===== src/rtl/mem_ctrl_pkg.sv =====
// Shared definitions for the memory access sequencer, its command
// front-end and the display logic: mode encodings, FSM states and
// default bus widths.
package mem_ctrl_pkg;

  localparam int DEF_ADDR_W = 25;
  localparam int DEF_DATA_W = 16;

  typedef enum logic [1:0] {
    CLEAR   = 2'b00,
    READ    = 2'b01,
    WRITE   = 2'b10,
    ILLEGAL = 2'b11
  } mode_e;

  typedef enum logic [2:0] {
    IDLE      = 3'd0,
    ISSUE     = 3'd1,
    WAIT_RD   = 3'd2,
    CLR_ISSUE = 3'd3,
    FINISH    = 3'd4
  } state_e;

  // States in which the sequencer is waiting on the memory (timeout applies).
  function automatic logic is_mem_wait(input state_e s);
    return (s == ISSUE) || (s == CLR_ISSUE) || (s == WAIT_RD);
  endfunction

  // States in which a memory request is presented on the bus.
  function automatic logic is_req_state(input state_e s);
    return (s == ISSUE) || (s == CLR_ISSUE);
  endfunction

endpackage


===== src/rtl/mem_access_sequencer_if.sv =====
// Command and memory bus bundle of the memory access sequencer.
// master: the sequencer side; slave: command source plus memory.
interface mem_access_sequencer_if #(
  parameter int ADDR_W = mem_ctrl_pkg::DEF_ADDR_W,
  parameter int DATA_W = mem_ctrl_pkg::DEF_DATA_W
);
  logic              cmd_valid;
  logic              cmd_ready;
  logic [1:0]        cmd_mode;
  logic [ADDR_W-1:0] cmd_addr;
  logic [DATA_W-1:0] cmd_wdata;
  logic              mem_req;
  logic              mem_we;
  logic [ADDR_W-1:0] mem_addr;
  logic [DATA_W-1:0] mem_wdata;
  logic              mem_ack;
  logic              mem_rvalid;
  logic [DATA_W-1:0] mem_rdata;
  logic [DATA_W-1:0] rd_data;
  logic              done;
  logic              error;

  modport master (
    input  cmd_valid, cmd_mode, cmd_addr, cmd_wdata,
    input  mem_ack, mem_rvalid, mem_rdata,
    output cmd_ready, mem_req, mem_we, mem_addr, mem_wdata,
    output rd_data, done, error
  );

  modport slave (
    output cmd_valid, cmd_mode, cmd_addr, cmd_wdata,
    output mem_ack, mem_rvalid, mem_rdata,
    input  cmd_ready, mem_req, mem_we, mem_addr, mem_wdata,
    input  rd_data, done, error
  );
endinterface


===== src/rtl/mem_timeout_cnt.sv =====
// Wait-cycle counter for the sequencer. Counts enabled cycles since the
// last clear; expired flags the cycle that completes TIMEOUT waiting cycles,
// so the owner can leave its wait state on that same edge.
module mem_timeout_cnt #(
  parameter int TIMEOUT = 255
) (
  input  logic clk,
  input  logic rst,
  input  logic clear,
  input  logic enable,
  output logic expired
);
  localparam int CNT_W = (TIMEOUT < 2) ? 1 : $clog2(TIMEOUT + 1);

  logic [CNT_W-1:0] cnt_r;

  // Wait-cycle count; clear has priority so a restart never carries history.
  always_ff @(posedge clk or posedge rst) begin
    if (rst) begin
      cnt_r <= '0;
    end else if (clear) begin
      cnt_r <= '0;
    end else if (enable) begin
      cnt_r <= cnt_r + CNT_W'(1);
    end else begin
      cnt_r <= cnt_r;
    end
  end

  // Not gated by clear: the owner's clear depends on its next state, which
  // in turn depends on expired.
  assign expired = enable && (cnt_r == CNT_W'(TIMEOUT - 1));
endmodule


===== src/rtl/mem_access_sequencer.sv =====
// Memory access sequencer: accepts read, write and clear commands from a
// front-end, drives a single-request memory bus, keeps the last read word
// for display and aborts any memory wait that runs past TIMEOUT cycles.
module mem_access_sequencer
  import mem_ctrl_pkg::*;
#(
  parameter int ADDR_W      = DEF_ADDR_W,
  parameter int DATA_W      = DEF_DATA_W,
  parameter int CLEAR_WORDS = 1024,
  parameter int TIMEOUT     = 255
) (
  input logic                    clk,
  input logic                    rst,
  mem_access_sequencer_if.master bus
);
  // One spare bit so CLEAR_WORDS = 2^ADDR_W still fits the word counter.
  localparam int                WCNT_W    = ADDR_W + 1;
  localparam logic [WCNT_W-1:0] LAST_WORD = WCNT_W'(CLEAR_WORDS - 1);

  state_e              state_r;
  state_e              state_s;
  mode_e               mode_r;
  mode_e               cmd_mode_s;
  logic [WCNT_W-1:0]   word_cnt_r;
  logic                cmd_ready_r;
  logic                mem_req_r;
  logic                mem_we_r;
  logic [ADDR_W-1:0]   mem_addr_r;
  logic [DATA_W-1:0]   mem_wdata_r;
  logic [DATA_W-1:0]   rd_data_r;
  logic                done_r;
  logic                error_r;
  logic                accept_s;
  logic                abort_s;
  logic                load_rd_s;
  logic                clr_step_s;
  logic                tmo_clear_s;
  logic                tmo_enable_s;
  logic                tmo_expired_s;

  assign cmd_mode_s = mode_e'(bus.cmd_mode);

  // The wait counter restarts on every state change and every memory ack.
  assign tmo_enable_s = is_mem_wait(state_r);
  assign tmo_clear_s  = (state_s != state_r) || bus.mem_ack;

  mem_timeout_cnt #(
    .TIMEOUT (TIMEOUT)
  ) u_timeout (
    .clk     (clk),
    .rst     (rst),
    .clear   (tmo_clear_s),
    .enable  (tmo_enable_s),
    .expired (tmo_expired_s)
  );

  // State register; reset drops the sequencer into IDLE immediately.
  always_ff @(posedge clk or posedge rst) begin
    if (rst) begin
      state_r <= IDLE;
    end else begin
      state_r <= state_s;
    end
  end

  // Next-state decode plus the single-cycle events that steer the datapath.
  always_comb begin
    state_s    = state_r;
    accept_s   = 1'b0;
    abort_s    = 1'b0;
    load_rd_s  = 1'b0;
    clr_step_s = 1'b0;
    case (state_r)
      IDLE: begin
        if (bus.cmd_valid) begin
          accept_s = 1'b1;
          case (cmd_mode_s)
            CLEAR:       state_s = CLR_ISSUE;
            READ, WRITE: state_s = ISSUE;
            default: begin
              abort_s = 1'b1;
              state_s = FINISH;
            end
          endcase
        end else begin
          state_s = IDLE;
        end
      end
      ISSUE: begin
        if (bus.mem_ack) begin
          if (mode_r == WRITE) begin
            state_s = FINISH;
          end else if (bus.mem_rvalid) begin
            // Data returned together with the ack: skip the wait state.
            load_rd_s = 1'b1;
            state_s   = FINISH;
          end else begin
            state_s = WAIT_RD;
          end
        end else if (tmo_expired_s) begin
          abort_s = 1'b1;
          state_s = FINISH;
        end else begin
          state_s = ISSUE;
        end
      end
      WAIT_RD: begin
        if (bus.mem_rvalid) begin
          load_rd_s = 1'b1;
          state_s   = FINISH;
        end else if (tmo_expired_s) begin
          abort_s = 1'b1;
          state_s = FINISH;
        end else begin
          state_s = WAIT_RD;
        end
      end
      CLR_ISSUE: begin
        if (bus.mem_ack) begin
          clr_step_s = 1'b1;
          if (word_cnt_r == LAST_WORD) begin
            state_s = FINISH;
          end else begin
            state_s = CLR_ISSUE;
          end
        end else if (tmo_expired_s) begin
          abort_s = 1'b1;
          state_s = FINISH;
        end else begin
          state_s = CLR_ISSUE;
        end
      end
      FINISH: begin
        state_s = IDLE;
      end
      default: begin
        state_s = IDLE;
      end
    endcase
  end

  // Command latch, memory request registers and status outputs, all loaded
  // from the next state so every bus output comes straight from a flop.
  always_ff @(posedge clk or posedge rst) begin
    if (rst) begin
      mode_r      <= CLEAR;
      word_cnt_r  <= '0;
      cmd_ready_r <= 1'b1;
      mem_req_r   <= 1'b0;
      mem_we_r    <= 1'b0;
      mem_addr_r  <= '0;
      mem_wdata_r <= '0;
      rd_data_r   <= '0;
      done_r      <= 1'b0;
      error_r     <= 1'b0;
    end else begin
      cmd_ready_r <= (state_s == IDLE);
      mem_req_r   <= is_req_state(state_s);
      done_r      <= (state_s == FINISH);
      if (accept_s) begin
        mode_r      <= cmd_mode_s;
        mem_addr_r  <= bus.cmd_addr;
        mem_we_r    <= (cmd_mode_s == CLEAR) || (cmd_mode_s == WRITE);
        mem_wdata_r <= (cmd_mode_s == WRITE) ? bus.cmd_wdata : '0;
        word_cnt_r  <= '0;
        // An illegal mode aborts at once; anything else starts error-free.
        error_r     <= abort_s;
      end else begin
        if (clr_step_s) begin
          // Natural ADDR_W-bit overflow gives the wrap to address zero.
          mem_addr_r <= mem_addr_r + ADDR_W'(1);
          word_cnt_r <= word_cnt_r + WCNT_W'(1);
        end
        if (abort_s) begin
          error_r <= 1'b1;
        end
      end
      if (load_rd_s) begin
        rd_data_r <= bus.mem_rdata;
      end
    end
  end

  assign bus.cmd_ready = cmd_ready_r;
  assign bus.mem_req   = mem_req_r;
  assign bus.mem_we    = mem_we_r;
  assign bus.mem_addr  = mem_addr_r;
  assign bus.mem_wdata = mem_wdata_r;
  assign bus.rd_data   = rd_data_r;
  assign bus.done      = done_r;
  assign bus.error     = error_r;
endmodule


===== src/flat_wrapper.sv =====
// flat-port wrapper written by rule: the top's interface ports become plain ports
module mem_access_sequencer_flat import mem_ctrl_pkg::*;
#(
  parameter int ADDR_W      = DEF_ADDR_W,
  parameter int DATA_W      = DEF_DATA_W,
  parameter int CLEAR_WORDS = 1024,
  parameter int TIMEOUT     = 255
)
  (clk, rst, bus_cmd_valid, bus_cmd_mode, bus_cmd_addr, bus_cmd_wdata, bus_mem_ack, bus_mem_rvalid, bus_mem_rdata, bus_cmd_ready, bus_mem_req, bus_mem_we, bus_mem_addr, bus_mem_wdata, bus_rd_data, bus_done, bus_error);
  mem_access_sequencer_if #(.ADDR_W(ADDR_W), .DATA_W(DATA_W)) bus_i ();
  input logic clk;
  input logic rst;
  input wire logic [$bits(bus_i.cmd_valid)-1:0] bus_cmd_valid;
  input wire logic [$bits(bus_i.cmd_mode)-1:0] bus_cmd_mode;
  input wire logic [$bits(bus_i.cmd_addr)-1:0] bus_cmd_addr;
  input wire logic [$bits(bus_i.cmd_wdata)-1:0] bus_cmd_wdata;
  input wire logic [$bits(bus_i.mem_ack)-1:0] bus_mem_ack;
  input wire logic [$bits(bus_i.mem_rvalid)-1:0] bus_mem_rvalid;
  input wire logic [$bits(bus_i.mem_rdata)-1:0] bus_mem_rdata;
  output wire logic [$bits(bus_i.cmd_ready)-1:0] bus_cmd_ready;
  output wire logic [$bits(bus_i.mem_req)-1:0] bus_mem_req;
  output wire logic [$bits(bus_i.mem_we)-1:0] bus_mem_we;
  output wire logic [$bits(bus_i.mem_addr)-1:0] bus_mem_addr;
  output wire logic [$bits(bus_i.mem_wdata)-1:0] bus_mem_wdata;
  output wire logic [$bits(bus_i.rd_data)-1:0] bus_rd_data;
  output wire logic [$bits(bus_i.done)-1:0] bus_done;
  output wire logic [$bits(bus_i.error)-1:0] bus_error;
  assign bus_i.cmd_valid = bus_cmd_valid;
  assign bus_i.cmd_mode = bus_cmd_mode;
  assign bus_i.cmd_addr = bus_cmd_addr;
  assign bus_i.cmd_wdata = bus_cmd_wdata;
  assign bus_i.mem_ack = bus_mem_ack;
  assign bus_i.mem_rvalid = bus_mem_rvalid;
  assign bus_i.mem_rdata = bus_mem_rdata;
  assign bus_cmd_ready = bus_i.cmd_ready;
  assign bus_mem_req = bus_i.mem_req;
  assign bus_mem_we = bus_i.mem_we;
  assign bus_mem_addr = bus_i.mem_addr;
  assign bus_mem_wdata = bus_i.mem_wdata;
  assign bus_rd_data = bus_i.rd_data;
  assign bus_done = bus_i.done;
  assign bus_error = bus_i.error;
  mem_access_sequencer #(.ADDR_W(ADDR_W), .DATA_W(DATA_W), .CLEAR_WORDS(CLEAR_WORDS), .TIMEOUT(TIMEOUT)) u_core (.clk(clk), .rst(rst), .bus(bus_i));
endmodule

===== config.mk =====
export PLATFORM = sky130hd
export DESIGN_NAME = mem_access_sequencer_flat
export DESIGN_NICKNAME = d
export VERILOG_FILES = /design/src/rtl/mem_ctrl_pkg.sv /design/src/rtl/mem_access_sequencer_if.sv /design/src/rtl/mem_timeout_cnt.sv /design/src/rtl/mem_access_sequencer.sv /design/src/flat_wrapper.sv
export SDC_FILE = /design/constraint.sdc
export NUM_CORES = 1
export LEC_CHECK = 0
export CELL_PAD_IN_SITES_DETAIL_PLACEMENT = 0
export CELL_PAD_IN_SITES_GLOBAL_PLACEMENT = 2
export CORE_ASPECT_RATIO = 1.75
export CORE_MARGIN = 2
export CORE_UTILIZATION = 27
export DETAILED_ROUTE_END_ITERATION = 16
export GPL_TIMING_DRIVEN = 1
export HOLD_SLACK_MARGIN = 0.06
export PLACE_DENSITY = 0.76
export SLEW_MARGIN = 20
export SYNTH_ARGS = -nofsm -noshare
export SYNTH_HDL_FRONTEND = slang
export SYNTH_SLANG_ARGS = --single-unit

===== constraint.sdc =====
create_clock -name clk -period 3.2 [get_ports clk]
set_clock_uncertainty 0.15 [all_clocks]
set_input_delay 0.64 -clock clk [delete_from_list [all_inputs] [get_ports clk]]
set_output_delay 0.64 -clock clk [all_outputs]
set_load 0.005 [all_outputs]

==> metrics.txt, run 1 <==
status=finished clean; largest area contributor in the netlist=dfrtp_1; width of the die=107 µm; Initial DRC Count=approximately 170; Final Cycle Share=roughly four fifths; number of global-route vias before repair=4545; Syn Nets=between 500 and 600; clk root buf=clkbuf_16; Nets=between 700 and 800; synthesized area=about 0.005 mm²; Cell Pwr Density=762 mW/mm²; Final Max Tran Viols=0; flops & latches, synth=between 100 and 150; CTS tree=yes; layout cells sized above 1=under 10%; Num Clock Sinks=101; P_leak=approximately 2.9 nW; routability cong.=around 0.78; GRT Total Usage=about 15%; die area=between 0.015 and 0.02 mm²; Crit path max-delay family=compound AO/OA/AOI/OAI gates; global route overflow=0; EDFF count, synth=0; row cnt=66; clk buf depth=2; per-cell routed wire length=approximately 16 µm; Final ANT Viol Nets=0; Setup Crit Path Kind=input pin to flop; initial antenna violation count=0; setup violators final=0; post-route minimum period=around 2.6 ns; CP max stage cell=clkdlybuf4s50_1; largest cells by area after synthesis=dfrtp_1, nand2_1, xor2_1, nand3_1, mux2_2; Die H=~180 µm; largest net degree at the start of global routing=36; core area=around 0.018 mm²; most frequent cell after synthesis=dfrtp_1; I/O Buffers=approximately 130; Post-CTS Setup Inserts=0; clk slew on worst S/H paths=~0.070 ns; Synth Flop Type=dfrtp_1; synthesis warning total=0; CP Max Fanout=8; Fill cells=about 1800; maximum vdd drop=~0.38 mV; Worst slew margin=a little under half; Ports=126; sequential fraction of the synthesis area=between 50% and 60%; setup tns final=0 ns; Worst Path Arrival=between 2 and 3 ns; via/cell ratio=between 5 and 6; CP Buf/Inv Count=1; # DRC=0; Hold Path Class=flop to flop; CP required=approximately 3.3 ns; Pre-antenna DRT Iters=5; RSZ-0062 raised after global routing=no; detailed placement HPWL=10500 µm; Design Power=0.00531 W; max_cap viols=0; number of gates resized after cts=0; Max Fclk=just under 0.4 GHz; Hold-fix buffers, CTS=0; Setup crit start kind=input pin; share of the synthesized area in the top cell type=roughly half; Cells after Synth=between 500 and 600; Avg Cell Area, Syn=slightly below 10 µm²; Hold Vio Cnt, Final=0; Clk Latency, worst-skew pair=roughly 0.36 ns; H-tree levels=3; Initial Util=between 20 and 30%; worst slew pin tran=about 0.80 ns; first-pass GRT wire length=23400 µm; Vias=4518; library cells used by synthesis=57; worst path cell trace=clkdlybuf4s50_1 -> nor3b_1 -> and3_1 -> a32oi_1 -> a211oi_4 -> a2111oi_1; drt total wl=between 10000 and 15000 µm; list of most frequent post-synthesis cells=dfrtp_1, nand2_1, nor2_1; CTS buffer count=9; CP peak stage delay=roughly 0.54 ns; Crit. End Element=flop; Area growth syn-to-layout=38.3%; Synth async-reset ratio=100%
[kinds of logic (layout without fill, tap and decap cells)]
kind of cell	after synthesis	count (layout)	share of synthesized area, %
flip-flops	101	101	50.1
other	0	1	0
AO/OA/AOI/OAI	73	73	11.0
XOR/XNOR	30	30	5.21
adder cells (fa/ha/maj)	4	4	0.992
multiplexers	17	17	3.77
buffers and inverters	33	166	2.56
AND/OR/NAND/NOR	265	265	26.3
[layout make-up]
| type | count | area [µm²] | share of cell area, % |
|---|---|---|---|
| repair buffers | 143 | 1410 | 20.2 |
| inverters | 7 | 30.0 | 0.431 |
| well taps | 238 | 298 | 4.27 |
| multi-input cells | 389 | 2390 | 34.3 |
| diodes | 1 | 2.50 | 0.0359 |
| flip-flops and latches | 101 | 2530 | 36.3 |
| clock buffers | 9 | 225 | 3.23 |
| clock inverters | 7 | 83.8 | 1.20 |
[per-stage QoR]
step / area [µm²] / utilization, % / setup WS (ns) / hold WS [ns] / std cells
3_3_place_gp: 6660 / 36.2 / 0.390 / 0.301 / 878
6_report: 6970 / 37.9 / 0.630 / 0.316 / 895
4_1_cts: 6970 / 37.9 / 0.632 / 0.321 / 894
2_1_floorplan: 5050 / - / 0.894 / 0.288 / 523
5_1_grt: 6970 / 37.9 / 0.315 / 0.339 / 894
3_5_place_dp: 6660 / 36.2 / 0.265 / 0.306 / 878
[worst register-to-register path: cells and delay by family (launching register included)]
kind	cells	cell delay [ns]
AO/OA/AOI/OAI	3	0.90
AND/OR/NAND/NOR	2	0.95
flip-flops	1	0.43
[registers in the layout (all words and copies together), names as in the netlist]
register,flops
u_core.bus.mem_we,1
u_core.bus.error,1
u_core.bus.mem_addr,25
u_core.bus.rd_data,16
u_core.bus.done,1
u_core.word_cnt_r,26
u_core.u_timeout.cnt_r,8
u_core.bus.mem_req,1
u_core.bus.cmd_ready,1
u_core.mode_r,2
u_core.state_r,3
u_core.bus.mem_wdata,16
[final timing paths]
check / startpoint / endpoint / slack, ns / depth (start not counted)
hold / removal: u_core.bus.mem_wdata[13] / u_core.bus.mem_wdata[13] / 0.32 / 2
setup reg to reg: u_core.word_cnt_r[14] / u_core.u_timeout.cnt_r[1] / 0.63 / 5
min in group asynchronous: rst / u_core.bus.mem_wdata[3] / 0.61 / 2
setup / recovery: bus_mem_ack / u_core.u_timeout.cnt_r[1] / 0.63 / 6
max in group asynchronous: rst / u_core.bus.mem_addr[24] / 1.65 / 3
hold reg to reg: u_core.bus.mem_wdata[13] / u_core.bus.mem_wdata[13] / 0.32 / 2
[power breakdown]
| group | leakage (nW) | internal (W) | total, W | switching [W] |
|---|---|---|---|---|
| combinational | 1.44 | 0.00115 | 0.00209 | 0.000934 |
| sequential | 1.32 | 0.00169 | 0.00207 | 0.000385 |
| clock | 0.148 | 0.000620 | 0.00115 | 0.000531 |
[cell usage in the layout (no fill, tap or decap), drive strengths merged, types with 15 or more instances in the layout]
cell type / n
o21ai: 24
buf: 18
xor2: 23
nand2: 88
nand4: 21
nand3: 41
nor2: 44
clkdlybuf4s50: 125
nor3: 15
dfrtp: 100
mux2: 16
[layer usage]
layer	wire, µm	part of all wire (%)	track usage, %	vias to the layer above
met4	253	1.7	6.08	0
met5	0	0	0	-
met1	5720	39	17.0	2256
met2	8130	55	27.8	114
met3	615	4.2	2.15	17
li1	-	-	-	2131
(Power assumes the default switching activity.)
==> run 2, diff against run 1 <==
==> constraint.sdc (replaced) <==
create_clock -name clk -period 2.3 [get_ports clk]
set_clock_uncertainty 0.15 [all_clocks]
set_input_delay 0.46 -clock clk [delete_from_list [all_inputs] [get_ports clk]]
set_output_delay 0.46 -clock clk [all_outputs]
set_load 0.005 [all_outputs]
==> metrics.txt, run 2 (same netlist as run 1, synthesis figures left out) <==
Setup crit start kind=flop; CP peak stage delay=0.56 ns; core area=approximately 0.018 mm²; max_cap viols=0; via/cell ratio=a little under 5; Cell Pwr Density=between 1000 and 1500 mW/mm²; Finished Cell Area=around 0.0073 mm²; clk slew on worst S/H paths=0.07 ns; Hold Crit Endpoint=u_core.bus.mem_wdata[0]; DP Area=between 0.006 and 0.007 mm²; maximum vdd drop=around 0.47 mV; Worst slew margin=about two thirds; Vias=between 4000 and 5000; worst slew pin tran=slightly below 0.5 ns; setup violators final=0; row cnt=66; first-pass GRT wire length=approximately 23000 µm; Final ANT Viol Nets=0; Design Power=about 0.0076 W; RSZ-0062 raised after global routing=no; most frequent cells in the layout=clkdlybuf4s50_1, dfrtp_1, nand2_1; Num Clock Sinks=between 100 and 150; Hold Path Stages=2; drt total wl=approximately 15000 µm; Final Max Tran Viols=0; ant diodes=0; CP required=between 2 and 2.5 ns; Worst Min Path Start=u_core.bus.mem_wdata[0]; most common cell after layout, fill and taps aside=clkdlybuf4s50_1; setup tns final=0 ns; flip-flop count of the largest register after layout=26; P_leak=about 3.1 nW; Ports=between 100 and 150; Initial DRC Count=173; die area=between 0.015 and 0.02 mm²; largest net degree at the start of global routing=86; Clk Latency, worst-skew pair=about 0.34 ns; CTS buffer count=9; Hold Vio Cnt, Final=0; H-tree levels=3; worst r2r path cells=6; global route overflow=0; layout cells sized above 1=15.4%; post-route minimum period=approximately 2.2 ns; width of the die=107 µm; CP Max Fanout=7; CTS tree=yes; Worst Path Arrival=~2.3 ns; Die H=between 150 and 200 µm; Crit. End Element=flop; per-cell routed wire length=15.7 µm; routability cong.=approximately 0.81; Area growth syn-to-layout=45.4%; worst path cell trace=or4_4 -> nor4b_4 -> a32oi_2 -> a211oi_4 -> buf_6 -> nor3_1; I/O Buffers=125; number of global-route vias before repair=between 4000 and 5000; clk root buf=clkbuf_16; CP max stage cell=or4_4; Setup Crit Path Kind=flop to flop; Final Cycle Share=a little over nine tenths; Max Fclk=between 0.4 and 0.5 GHz; Pre-antenna DRT Iters=4; Hold Path Class=flop to flop; r2r startpoint=u_core.word_cnt_r[13]; # DRC=0; Crit path max-delay family=simple AND/OR/NAND/NOR gates; Initial Util=27.4%; Hold Slack=~0.32 ns; CP Buf/Inv Count=1; clk buf depth=2; GRT Total Usage=~15%; detailed placement HPWL=10800 µm; worst r2r dst=u_core.u_timeout.cnt_r[5]; status=finished clean; initial antenna violation count=0; Nets=around 760; register with the most flip-flops=u_core.word_cnt_r; R2R setup slack=between 0.1 and 0.15 ns
run 2: per-stage QoR:
stage | instances | util, % | worst slack (ns)
2_1_floorplan | 523 | - | 0.156
3_3_place_gp | 912 | 37.7 | -0.271
3_5_place_dp | 912 | 37.7 | -0.277
4_1_cts | 929 | 39.5 | 0.00183
5_1_grt | 933 | 39.8 | 0.00171
6_report | 933 | 39.8 | 0.108
run 2: worst max path at each step:
stage / from / to / slack [ns] / depth (start not counted)
finish: u_core.word_cnt_r[13] / u_core.u_timeout.cnt_r[5] / 0.11 / 6
detailed placement: bus_cmd_valid / u_core.word_cnt_r[9] / -0.28 / 7
global route: u_core.u_timeout.cnt_r[2] / u_core.u_timeout.cnt_r[5] / 0.002 / 7
floorplan: u_core.word_cnt_r[13] / u_core.u_timeout.cnt_r[1] / 0.16 / 5
CTS: u_core.word_cnt_r[13] / u_core.u_timeout.cnt_r[7] / 0.002 / 6
global placement: bus_cmd_valid / u_core.word_cnt_r[9] / -0.27 / 7
run 2: cell type report:
| type | count | area, µm² |
|---|---|---|
| fill | 1812 | 11100 |
| sequential | 101 | 2530 |
| multi-input combinational | 389 | 2430 |
| timing repair buffer | 182 | 1740 |
| tap | 238 | 298 |
| clock buffer | 9 | 225 |
| clock inverter | 7 | 83.8 |
| inverter | 7 | 30.0 |
run 2: worst min-delay path: cells and delay by family (launching register included):
kind	cells	cell delay, ns
flip-flops	1	0.34
AND/OR/NAND/NOR	2	0.10
run 2: repair_timing:
action                                  in CTS  in global routing
gates resized for setup                      2                  8
gates cloned                                 0                  1
endpoints found under the setup margin       7                 18
setup buffers                                1                  3
pin swaps                                    3                  5
hold buffers                                 0                  0
run 2: metal layers:
metal  global-route usage, %  share of wire (%)  vias up
met5                       0                  0        -
met3                    2.43                3.4       11
met2                    27.7                 55       96
met4                    5.51                1.7        0
li1                        -                  -     2203
met1                    16.6                 39     2290
run 2: power breakdown:
| group | internal [W] | switching, W | total, W |
|---|---|---|---|
| logic | 0.00179 | 0.00136 | 0.00315 |
| registers | 0.00235 | 0.000501 | 0.00285 |
| clock network | 0.000860 | 0.000715 | 0.00157 |
| total | 0.00500 | 0.00257 | 0.00757 |
==> run 3, diff against run 2 <==
--- a/config.mk
+++ b/config.mk
@@ -8,7 +8,6 @@
 export CELL_PAD_IN_SITES_DETAIL_PLACEMENT = 0
 export CELL_PAD_IN_SITES_GLOBAL_PLACEMENT = 2
 export CORE_ASPECT_RATIO = 1.75
-export CORE_MARGIN = 2
 export CORE_UTILIZATION = 27
 export DETAILED_ROUTE_END_ITERATION = 16
 export GPL_TIMING_DRIVEN = 1
==> constraint.sdc (replaced) <==
create_clock -name clk -period 2 [get_ports clk]
set_clock_uncertainty 0.15 [all_clocks]
set_input_delay 0.4 -clock clk [delete_from_list [all_inputs] [get_ports clk]]
set_output_delay 0.4 -clock clk [all_outputs]
set_load 0.005 [all_outputs]
==> metrics.txt, run 3 (same netlist as run 1, synthesis figures left out) <==
status=complete, but fails checks; failing checks=negative setup slack; H-tree levels=3; RSZ-0062 raised after global routing=yes; CP max stage cell=or4_4; max_cap viols=0; I/O Buffers=approximately 130; CP Buf/Inv Count=1; Initial DRC Count=160; detailed placement HPWL=11300 µm; Sw Share=roughly a third; global route overflow=0; routability cong.=a little under 0.8; core area=between 0.015 and 0.02 mm²; worst path cell trace=or4_4 -> nor4b_4 -> a32oi_2 -> a211oi_4 -> buf_6 -> nor3_1; Gate power share=between 40 and 50%; worst slew pin tran=~0.36 ns; Setup Crit Path Kind=flop to flop; crit path from=u_core.word_cnt_r[13]; CTS tree=yes; Hold Path Class=input pin to async pin; CP Max Fanout=7; GRT Total Usage=approximately 17%; Ports=between 100 and 150; Die H=183 µm; width of the die=approximately 110 µm; Final Max Tran Viols=0; Switch Pwr=0.00318 W; layout cells sized above 1=24.2%; register with the most flip-flops=u_core.word_cnt_r; most frequent cells in the layout=clkdlybuf4s50_1, dfrtp_1, buf_4; R2R setup slack=-0.18 ns; first-pass GRT wire length=approximately 25000 µm; CTS buffer count=9; post-route minimum period=about 2.2 ns; Nets=just over 800; r2r startpoint=u_core.word_cnt_r[13]; Crit path max-delay family=simple AND/OR/NAND/NOR gates; DP Area=0.00730 mm²; setup violators final=26; initial antenna violation count=1; number of global-route vias before repair=~5100; drt total wl=about 16000 µm; Vias=4824; Power Internal=just over 0.006 W; Hold Vio Cnt, Final=0; Setup crit start kind=flop; # DRC=0; flip-flop count of the largest register after layout=26; per-cell routed wire length=about 16 µm; Seq pwr share=around 34%; maximum vdd drop=around 0.5 mV; Num Clock Sinks=101; most common cell after layout, fill and taps aside=clkdlybuf4s50_1; Clk Latency, worst-skew pair=approximately 0.35 ns; clk root buf=clkbuf_16; fin worst setup slack=-0.176 ns; Worst slew margin=75.7%; Finished Cell Area=a little under 0.008 mm²; Crit. End Element=flop; P_leak=approximately 3.5 nW; largest net degree at the start of global routing=39; clk slew on worst S/H paths=~0.070 ns; Initial Util=27.8%; via/cell ratio=slightly below 5; Final Cycle Share=109%; clk buf depth=2; Area growth syn-to-layout=57.7%; CP required=2.08 ns; Cell Pwr Density=between 1000 and 1500 mW/mm²; Worst Path Arrival=between 2 and 2.5 ns; dpl ws=-0.494 ns; Hold Slack=between 0.2 and 0.25 ns; power share of the clock group=18.3%; die area=slightly below 0.02 mm²; CP peak stage delay=approximately 0.55 ns; Final ANT Viol Nets=0; Max Fclk=between 0.4 and 0.5 GHz; Design Power=0.00929 W; Pre-antenna DRT Iters=4; row cnt=65
==> run 3: cell count changes in the layout (fill, tap and decap cells not counted), sizes merged <==
cell	previous run	this run
dlygate4sd2	0	1
diode	0	1
clkinvlp	2	3
bufinv	1	0
clkbuf	9	10
clkdlybuf4s50	124	123
clkinv	4	2
inv	7	9
buf	57	110
==> run 3: metrics by stage <==
stage	TNS [ns]	std cells	utilization (%)
after floorplan	-0.898	523	-
after global placement	-25.30	952	40.3
after detailed placement	-27.21	952	40.3
after CTS	-1.80	974	42.4
after global routing	-5.20	984	43.8
final	-1.71	984	43.8
==> run 3: worst register-to-register path: stages, from the launching register on <==
cell and delay [ns]:
dfrtp_1 0.40, or4_4 0.55, nor4b_4 0.29, a32oi_2 0.19, a211oi_4 0.27, buf_6 0.16, nor3_1 0.06
==> run 3: area by class of cell <==
class	instances	area, µm²
Sequential cell	101	2530
Inverter	7	30.0
Timing Repair Buffer	236	2190
Multi-Input combinational cell	389	2620
Tap cell	234	293
Clock inverter	7	57.6
Clock buffer	9	225
Antenna cell	1	2.50
Fill cell	1714	10200
==> run 3: final timing paths <==
kind	end	depth (start not counted)
max	u_core.u_timeout.cnt_r[0]	6
min	u_core.bus.rd_data[14]	2
max reg2reg	u_core.u_timeout.cnt_r[0]	6
min reg2reg	u_core.bus.mem_wdata[7]	2
max in group asynchronous	u_core.bus.mem_wdata[8]	3
min in group clk	u_core.bus.mem_wdata[7]	2
==> run 3: per-layer routing <==
| metal | up-vias | track usage, % | share of wire [%] |
|---|---|---|---|
| li1 | 2323 | - | - |
| met1 | 2380 | 18.5 | 39 |
| met3 | 24 | 2.49 | 2.9 |
| met2 | 97 | 30.4 | 55 |
| met4 | 0 | 7.55 | 2.6 |
| met5 | - | 0 | 0 |
==> run 3: what timing repair did <==
action	in CTS	in global routing
setup buffers	6	10
gates resized for setup	18	46
hold buffers	0	0
endpoints found under the setup margin	29	88
pin swaps	13	28
gates cloned	1	1
==> run 3: power by group through the flow <==
stage | Clock [W] | Sequential (W) | Combinational [W]
floorplan | 0 | 0.00326 | 0.00156
global placement | 0 | 0.00318 | 0.00398
detailed placement | 0 | 0.00320 | 0.00402
CTS | 0.00177 | 0.00316 | 0.00416
global route | 0.00184 | 0.00328 | 0.00477
finish | 0.00170 | 0.00319 | 0.00441
